File: src/rtl/trig_frame_pkg.sv
// trig_frame_pkg: shared constants and types for the trigger frame generator.
//   - K-codes and the trigger control code placed on the link
//   - byte-index offsets of the fixed header fields within a frame
//   - FSM state type used by trig_frame_gen
//   - frame_len(): frame length in bytes for a given payload length
package trig_frame_pkg;

   localparam logic [7:0] SOP_CODE  = 8'h3C;
   localparam logic [7:0] EOP_CODE  = 8'hBC;
   localparam logic [7:0] TRIG_CODE = 8'h08;

   localparam int IDX_SOP     = 0;
   localparam int IDX_STATUS  = 1;
   localparam int IDX_CTRL    = 2;
   localparam int IDX_MASK    = 3;
   localparam int IDX_PAYLOAD = 4;

   typedef enum logic [1:0] {
      S_IDLE  = 2'd0,
      S_ARMED = 2'd1,
      S_TRIG  = 2'd2
   } trig_state_e;

   // Header (SOP, status, control, mask) + payload + CRC + EOP.
   function automatic int frame_len(input int payload_bytes);
      return payload_bytes + 6;
   endfunction

endpackage

File: src/rtl/trig_frame_gen_if.sv
// trig_frame_gen_if: trigger-request inputs and byte-stream outputs of the
// trigger frame generator.
//   trigger_pulse   : per-channel trigger request (into the generator)
//   data            : current frame byte
//   is_control_byte : SOP/EOP K-code marker
//   is_crc_byte     : CRC byte slot marker
//   crc_reset       : CRC restart on SOP
//   frame_start     : byte index 0 marker
//   trigger_ack     : per-channel acknowledge on the control-byte cycle
// Modports: master = the generator, slave = trigger source / link consumer.
interface trig_frame_gen_if #(
   parameter int NUM_CH = 4
) ();

   logic [NUM_CH-1:0] trigger_pulse;
   logic [7:0]        data;
   logic              is_control_byte;
   logic              is_crc_byte;
   logic              crc_reset;
   logic              frame_start;
   logic [NUM_CH-1:0] trigger_ack;

   modport master (
      input  trigger_pulse,
      output data,
      output is_control_byte,
      output is_crc_byte,
      output crc_reset,
      output frame_start,
      output trigger_ack
   );

   modport slave (
      output trigger_pulse,
      input  data,
      input  is_control_byte,
      input  is_crc_byte,
      input  crc_reset,
      input  frame_start,
      input  trigger_ack
   );

endinterface

File: src/rtl/trig_frame_gen_capture.sv
// trig_req_capture: per-channel trigger request latch.
//   clk, reset     : byte clock, asynchronous active-high reset
//   trigger_pulse  : per-channel requests, sampled every clock
//   wrap           : high in the last byte cycle of a frame (snapshot edge next)
//   frame_mask     : channels reported in the current frame
//   frame_ovr      : a channel requested more than once in the previous interval
//   snap_any       : the snapshot taken at the coming wrap edge is nonzero
module trig_req_capture
   import trig_frame_pkg::*;
#(
   parameter int NUM_CH = 4
) (
   input  logic              clk,
   input  logic              reset,
   input  logic [NUM_CH-1:0] trigger_pulse,
   input  logic              wrap,
   output logic [NUM_CH-1:0] frame_mask,
   output logic              frame_ovr,
   output logic              snap_any
);

   logic [NUM_CH-1:0] pending_q, pending_d;
   logic              overrun_q, overrun_d;
   logic [NUM_CH-1:0] frame_mask_q, frame_mask_d;
   logic              frame_ovr_q, frame_ovr_d;

   always_comb begin
      pending_d    = pending_q;
      overrun_d    = overrun_q;
      frame_mask_d = frame_mask_q;
      frame_ovr_d  = frame_ovr_q;
      if (wrap) begin
         // Pulses on the snapshot edge go straight into the new frame and are
         // not re-latched, so pending starts the next interval empty.
         frame_mask_d = pending_q | trigger_pulse;
         frame_ovr_d  = overrun_q;
         pending_d    = '0;
         overrun_d    = 1'b0;
      end else begin
         pending_d = pending_q | trigger_pulse;
         overrun_d = overrun_q | (|(pending_q & trigger_pulse));
      end
   end

   always_ff @(posedge clk or posedge reset) begin
      if (reset) begin
         pending_q    <= '0;
         overrun_q    <= 1'b0;
         frame_mask_q <= '0;
         frame_ovr_q  <= 1'b0;
      end else begin
         pending_q    <= pending_d;
         overrun_q    <= overrun_d;
         frame_mask_q <= frame_mask_d;
         frame_ovr_q  <= frame_ovr_d;
      end
   end

   assign frame_mask = frame_mask_q;
   assign frame_ovr  = frame_ovr_q;
   assign snap_any   = |(pending_q | trigger_pulse);

endmodule

File: src/rtl/trig_frame_gen.sv
// trig_frame_gen: continuous back-to-back trigger frame generator, one byte
// per clock, feeding the 8b/10b encoder and CRC8 generator.
//   clk, reset : byte clock, asynchronous active-high reset
//   link       : trig_frame_gen_if.master (trigger_pulse in; data,
//                is_control_byte, is_crc_byte, crc_reset, frame_start,
//                trigger_ack out)
// Frame: SOP, status {ovr, seq}, control, mask, PAYLOAD_BYTES x 00, CRC, EOP.
// Build option: define TRIG_FRAME_SEQ_EN to carry a 7-bit frame sequence
// number in status[6:0]; otherwise status[6:0] is zero.
// All outputs decode from registers only.
module trig_frame_gen
   import trig_frame_pkg::*;
#(
   parameter int NUM_CH        = 4,
   parameter int PAYLOAD_BYTES = 4
) (
   input  logic              clk,
   input  logic              reset,
   trig_frame_gen_if.master  link
);

   localparam int FRAME_LEN = frame_len(PAYLOAD_BYTES);
   localparam int IDX_W     = $clog2(FRAME_LEN);

   localparam logic [IDX_W-1:0] SOP_IDX    = IDX_W'(IDX_SOP);
   localparam logic [IDX_W-1:0] STATUS_IDX = IDX_W'(IDX_STATUS);
   localparam logic [IDX_W-1:0] CTRL_IDX   = IDX_W'(IDX_CTRL);
   localparam logic [IDX_W-1:0] MASK_IDX   = IDX_W'(IDX_MASK);
   localparam logic [IDX_W-1:0] CRC_IDX    = IDX_W'(IDX_PAYLOAD + PAYLOAD_BYTES);
   localparam logic [IDX_W-1:0] LAST_IDX   = IDX_W'(FRAME_LEN - 1);

   logic [IDX_W-1:0]  byte_idx_q, byte_idx_d;
   trig_state_e       state_q, state_d;
   logic              wrap;
   logic [NUM_CH-1:0] frame_mask;
   logic              frame_ovr;
   logic              snap_any;
   logic [7:0]        status_byte;

   assign wrap = (byte_idx_q == LAST_IDX);

   trig_req_capture #(
      .NUM_CH (NUM_CH)
   ) u_capture (
      .clk           (clk),
      .reset         (reset),
      .trigger_pulse (link.trigger_pulse),
      .wrap          (wrap),
      .frame_mask    (frame_mask),
      .frame_ovr     (frame_ovr),
      .snap_any      (snap_any)
   );

   // Byte counter
   always_comb begin
      byte_idx_d = wrap ? '0 : byte_idx_q + 1'b1;
   end

   // FSM: TRIG tracks a nonzero snapshot; ARMED is only reachable from IDLE.
   always_comb begin
      state_d = state_q;
      unique case (state_q)
         S_IDLE: begin
            if (wrap) begin
               state_d = snap_any ? S_TRIG : S_IDLE;
            end else if (|link.trigger_pulse) begin
               state_d = S_ARMED;
            end
         end
         S_ARMED: begin
            if (wrap) begin
               state_d = snap_any ? S_TRIG : S_IDLE;
            end
         end
         S_TRIG: begin
            if (wrap && !snap_any) begin
               state_d = S_IDLE;
            end
         end
         default: state_d = S_IDLE;
      endcase
   end

   always_ff @(posedge clk or posedge reset) begin
      if (reset) begin
         byte_idx_q <= '0;
         state_q    <= S_IDLE;
      end else begin
         byte_idx_q <= byte_idx_d;
         state_q    <= state_d;
      end
   end

`ifdef TRIG_FRAME_SEQ_EN
   logic [6:0] seq_q, seq_d;

   // Advances on the same edge as the snapshot, so frame k carries k mod 128.
   always_comb begin
      seq_d = wrap ? seq_q + 7'd1 : seq_q;
   end

   always_ff @(posedge clk or posedge reset) begin
      if (reset) begin
         seq_q <= '0;
      end else begin
         seq_q <= seq_d;
      end
   end

   assign status_byte = {frame_ovr, seq_q};
`else
   assign status_byte = {frame_ovr, 7'b0};
`endif

   // Output decode
   logic [7:0]        data_c;
   logic              ctrl_c;
   logic              crc_c;
   logic              sop_c;
   logic [NUM_CH-1:0] ack_c;

   always_comb begin
      data_c = '0;
      ctrl_c = 1'b0;
      crc_c  = 1'b0;
      sop_c  = 1'b0;
      ack_c  = '0;
      if (byte_idx_q == SOP_IDX) begin
         data_c = SOP_CODE;
         ctrl_c = 1'b1;
         sop_c  = 1'b1;
      end else if (byte_idx_q == STATUS_IDX) begin
         data_c = status_byte;
      end else if (byte_idx_q == CTRL_IDX) begin
         if (state_q == S_TRIG) begin
            data_c = TRIG_CODE;
            ack_c  = frame_mask;
         end
      end else if (byte_idx_q == MASK_IDX) begin
         data_c = 8'(frame_mask);
      end else if (byte_idx_q == CRC_IDX) begin
         crc_c = 1'b1;
      end else if (byte_idx_q == LAST_IDX) begin
         data_c = EOP_CODE;
         ctrl_c = 1'b1;
      end
   end

   assign link.data            = data_c;
   assign link.is_control_byte = ctrl_c;
   assign link.is_crc_byte     = crc_c;
   assign link.crc_reset       = sop_c;
   assign link.frame_start     = sop_c;
   assign link.trigger_ack     = ack_c;

endmodule

File: src/flat_wrapper.sv
// flat-port wrapper written by rule: the top's interface ports become plain ports
module trig_frame_gen_flat import trig_frame_pkg::*;
#(
   parameter int NUM_CH        = 4,
   parameter int PAYLOAD_BYTES = 4
)
  (clk, reset, link_trigger_pulse, link_data, link_is_control_byte, link_is_crc_byte, link_crc_reset, link_frame_start, link_trigger_ack);
  trig_frame_gen_if #(.NUM_CH(NUM_CH)) link_i ();
  input  logic clk;
  input  logic reset;
  input wire logic [$bits(link_i.trigger_pulse)-1:0] link_trigger_pulse;
  output wire logic [$bits(link_i.data)-1:0] link_data;
  output wire logic [$bits(link_i.is_control_byte)-1:0] link_is_control_byte;
  output wire logic [$bits(link_i.is_crc_byte)-1:0] link_is_crc_byte;
  output wire logic [$bits(link_i.crc_reset)-1:0] link_crc_reset;
  output wire logic [$bits(link_i.frame_start)-1:0] link_frame_start;
  output wire logic [$bits(link_i.trigger_ack)-1:0] link_trigger_ack;
  assign link_i.trigger_pulse = link_trigger_pulse;
  assign link_data = link_i.data;
  assign link_is_control_byte = link_i.is_control_byte;
  assign link_is_crc_byte = link_i.is_crc_byte;
  assign link_crc_reset = link_i.crc_reset;
  assign link_frame_start = link_i.frame_start;
  assign link_trigger_ack = link_i.trigger_ack;
  trig_frame_gen #(.NUM_CH(NUM_CH), .PAYLOAD_BYTES(PAYLOAD_BYTES)) u_core (.clk(clk), .reset(reset), .link(link_i));
endmodule
File: config.mk
export PLATFORM = sky130hd
export DESIGN_NAME = trig_frame_gen_flat
export DESIGN_NICKNAME = d
export VERILOG_FILES = /design/src/rtl/trig_frame_pkg.sv /design/src/rtl/trig_frame_gen_if.sv /design/src/rtl/trig_frame_gen_capture.sv /design/src/rtl/trig_frame_gen.sv /design/src/flat_wrapper.sv
export SDC_FILE = /design/constraint.sdc
export NUM_CORES = 1
export LEC_CHECK = 0
export CORE_MARGIN = 2
export CORE_UTILIZATION = 40
export DETAILED_ROUTE_END_ITERATION = 12
export GPL_TIMING_DRIVEN = 0
export PLACE_DENSITY = 0.68
export SYNTH_ARGS = -nofsm -noshare
export SYNTH_HDL_FRONTEND = slang
export SYNTH_HIERARCHICAL = 1
export SYNTH_SLANG_ARGS = --single-unit
export TNS_END_PERCENT = 20
File: constraint.sdc
create_clock -name clk -period 3.8 [get_ports clk]
set_clock_uncertainty 0.05 [all_clocks]
set_input_delay 0.38 -clock clk [delete_from_list [all_inputs] [get_ports clk]]
set_output_delay 0.38 -clock clk [all_outputs]
set_load 0.02 [all_outputs]
==> summary.txt <==
Final layout
  – Final #Nets: 116
  – Area delta synth->final: 31.6%
  – FILL cells: 187
  – Antenna Diode Count: 0
  – Post-route core utilization: 56.8%
  – Area occupied by multi-input gates: 359 µm²
  – Layout cells sized above 1: 18.3%
  – Commonest non-fill, non-tap cell in the layout: clkdlybuf4s50_1
  – Storage cell area: 400 µm²
  – Most frequent cells in the layout: 20 x clkdlybuf4s50_1, 16 x nor2_1, 16 x dfrtp_1

Timing
  – Slew @ Worst Pin: 0.512 ns
  – RSZ-0062 raised after global routing: false
  – Hold Slack: 0.280 ns
  – Final hold vios: 0
  – Tmin final: 2.71 ns
  – Setup TNS: 0 ns
  – Post-route clock period utilization: 71.3%
  – Relative slew margins: 65.8%
  – Fmax: 0.369 GHz
  – Final Setup Violations: 0
  – Max Slew Vio Count: 0

Setup path
  – Reg-to-reg startpoint: u_core/byte_idx_q[2]
  – R2r setup slk: 2.21 ns
  – Worst-case reg-to-reg path depth: 3
  – Worst EP required: 3.37 ns
  – R2r endpoint: u_core/u_capture/frame_ovr
  – Critical path endpoint category: output pin
  – Crit-path slowest cell: clkdlybuf4s50_1
  – Critical Path Max Stage Delay: 0.60 ns
  – Crit path DAT: 2.28 ns
  – Critical Path, Cell by Cell: buf_6 > nor4bb_4 > or2_1 > buf_4 > clkdlybuf4s50_1
  – Crit-path max FO: 10
  – Worst Setup Path Type: flip-flop to output pin
  – Startpoint Class: flip-flop

Floorplan
  – DIE WIDTH: 50.2 µm
  – I/O pins: 22
  – Initial Util: 43.1%
  – Core Area: 1980 µm²
  – Die height: 50.2 µm
  – Die Area: 2520 µm²
  – # rows: 16

Logic synthesis
  – Synth Flop Type: dfrtp_1
  – Synth cell types: 32
  – Register area share after synthesis: 46.9%
  – YS warnings: 6
  – Post-synth EDFFs: 0
  – Asr flop ratio synth: 100%
  – Mapped Area: 855 µm²
  – Post-Syn Area per Cell: 10.1 µm²
  – Seq cells post-synth: 16
  – Mapped Nets: 91
  – Syn Inst Count: 85

Routing
  – Initial DRC Count: 13
  – Final wirelength: 1640 µm
  – Vias per inst: 4.84
  – First drt pass iteration count: 4
  – WL/cell: 12.0 µm
  – DR DRC count: 0
  – Via Count: 658
  – Antenna viol nets, final: 0

CTS
  – Clock transition at path regs: 0.09 ns
  – CTS H-tree depth: 1
  – Clk root buf: clkbuf_4
  – Setup Buffers After CTS: 0
  – Clk_lat worst skew: 0.28 ns
  – Max clock buf depth: 2
  – CTS Buf Count: 3
  – Post-CTS sizing: 0
  – CTS tree: built
  – CTS Hold Bufs: 0
  – CTS Sinks: 16

GRT
  – GRT Util Overall: 14.9%
  – Largest net degree at the start of global routing: 11
  – Vias in the first global route: 670
  – GRT Residual Overflow: 0
  – First-pass GRT wire length: 2870 µm
  – Initial antenna violation count: 0

Placed design
  – Hpwl dp: 1290 µm
  – Final GP Congestion: 0.719
  – Port buffer count: 20

Job
  – Max_cap viols: 0

Hold path
  – Worst Hold Class: input port to async pin

Power and ir drop
  – Pwr Density: 257 nW/µm²
  – Peak VDD IR: 0.213 mV
  – Static Leak: 0.474 nW

Status
  – Run status: complete, no violations
## critical path, delay by kind of cell, from the launching register on
| kind | cells | cell delay [ns] |
|---|---|---|
| buffers and inverters | 3 | 0.86 |
| and+or+nand+nor | 2 | 0.76 |
| DFF | 1 | 0.38 |
## Yosys cell counts (2+ instances only)
library cell	instances	share of area, %
a211oi_1	2	1.8
and3_1	2	1.5
buf_4	4	3.5
nor2b_1	2	1.5
o21ai_0	2	1.2
nor2_1	16	7.0
a21oi_1	5	2.9
and2_1	5	3.7
inv_1	4	1.8
buf_6	4	5.3
dfrtp_1	16	47
nand2b_1	2	1.5
mux2_2	2	2.6
## per-layer routing
layer / vias up / GRT usage [%] / part of all wire (%)
li1: 335 / - / -
met1: 310 / 17.9 / 46
met2: 11 / 25.7 / 50
met5: - / 0 / 0
met3: 2 / 4.46 / 3.1
met4: 0 / 4.17 / 0.61
## power breakdown
part           leakage [nW]  total, mW  internal (mW)  switching (mW)
logic                 0.294     0.0119        0.00583         0.00606
registers             0.159      0.170          0.170       0.0000717
clock network        0.0210      0.107         0.0582          0.0487
total                 0.474      0.289          0.234          0.0548
## metrics by stage
stage	area [µm²]	worst slack, ns	power (mW)	std cells
global placement	1090	1.38	0.186	132
global route	1120	0.895	0.306	136
CTS	1120	1.04	0.295	136
detailed placement	1090	1.38	0.186	132
finish	1120	1.09	0.289	136
floorplan	855	1.46	0.179	85
## registers in the layout, summed over array words and instances, names as in the netlist
| name | cells |
|---|---|
| u_core/u_capture/overrun_q | 1 |
| u_core/u_capture/frame_mask | 4 |
| u_core/u_capture/pending_q | 4 |
| u_core/u_capture/frame_ovr | 1 |
| u_core/byte_idx_q | 4 |
| u_core/state_q | 2 |
## final cells by class
cell class | count | share of cell area (%)
clock buffers | 4 | 3.23
multi-input cells | 56 | 31.9
plain buffers | 9 | 7.12
repair buffers | 20 | 17.8
inverters | 4 | 1.33
flip-flops and latches | 16 | 35.6
well taps | 27 | 3.00
## logic make-up (layout without fill, tap and decap cells)
| logic type | Yosys count | after routing | synth area share [%] |
|---|---|---|---|
| flops | 16 | 16 | 46.9 |
| compound gates | 16 | 16 | 13.3 |
| buf+inv | 13 | 37 | 11.1 |
| other cells | 1 | 1 | 0.439 |
| mux | 2 | 2 | 2.64 |
| simple gates | 36 | 36 | 24.6 |
| xor+xnor | 1 | 1 | 1.03 |
## worst max path at each step
stage / cells after the start / end / start
2_1_floorplan: 4 / link_data[3] / u_core/byte_idx_q[2]
3_3_place_gp: 5 / link_data[5] / u_core/byte_idx_q[2]
3_5_place_dp: 5 / link_data[5] / u_core/byte_idx_q[2]
4_1_cts: 5 / link_data[5] / u_core/byte_idx_q[2]
5_1_grt: 5 / link_data[5] / u_core/byte_idx_q[2]
6_report: 5 / link_data[5] / u_core/byte_idx_q[2]
Note: power is estimated with default switching activity, not from simulation.
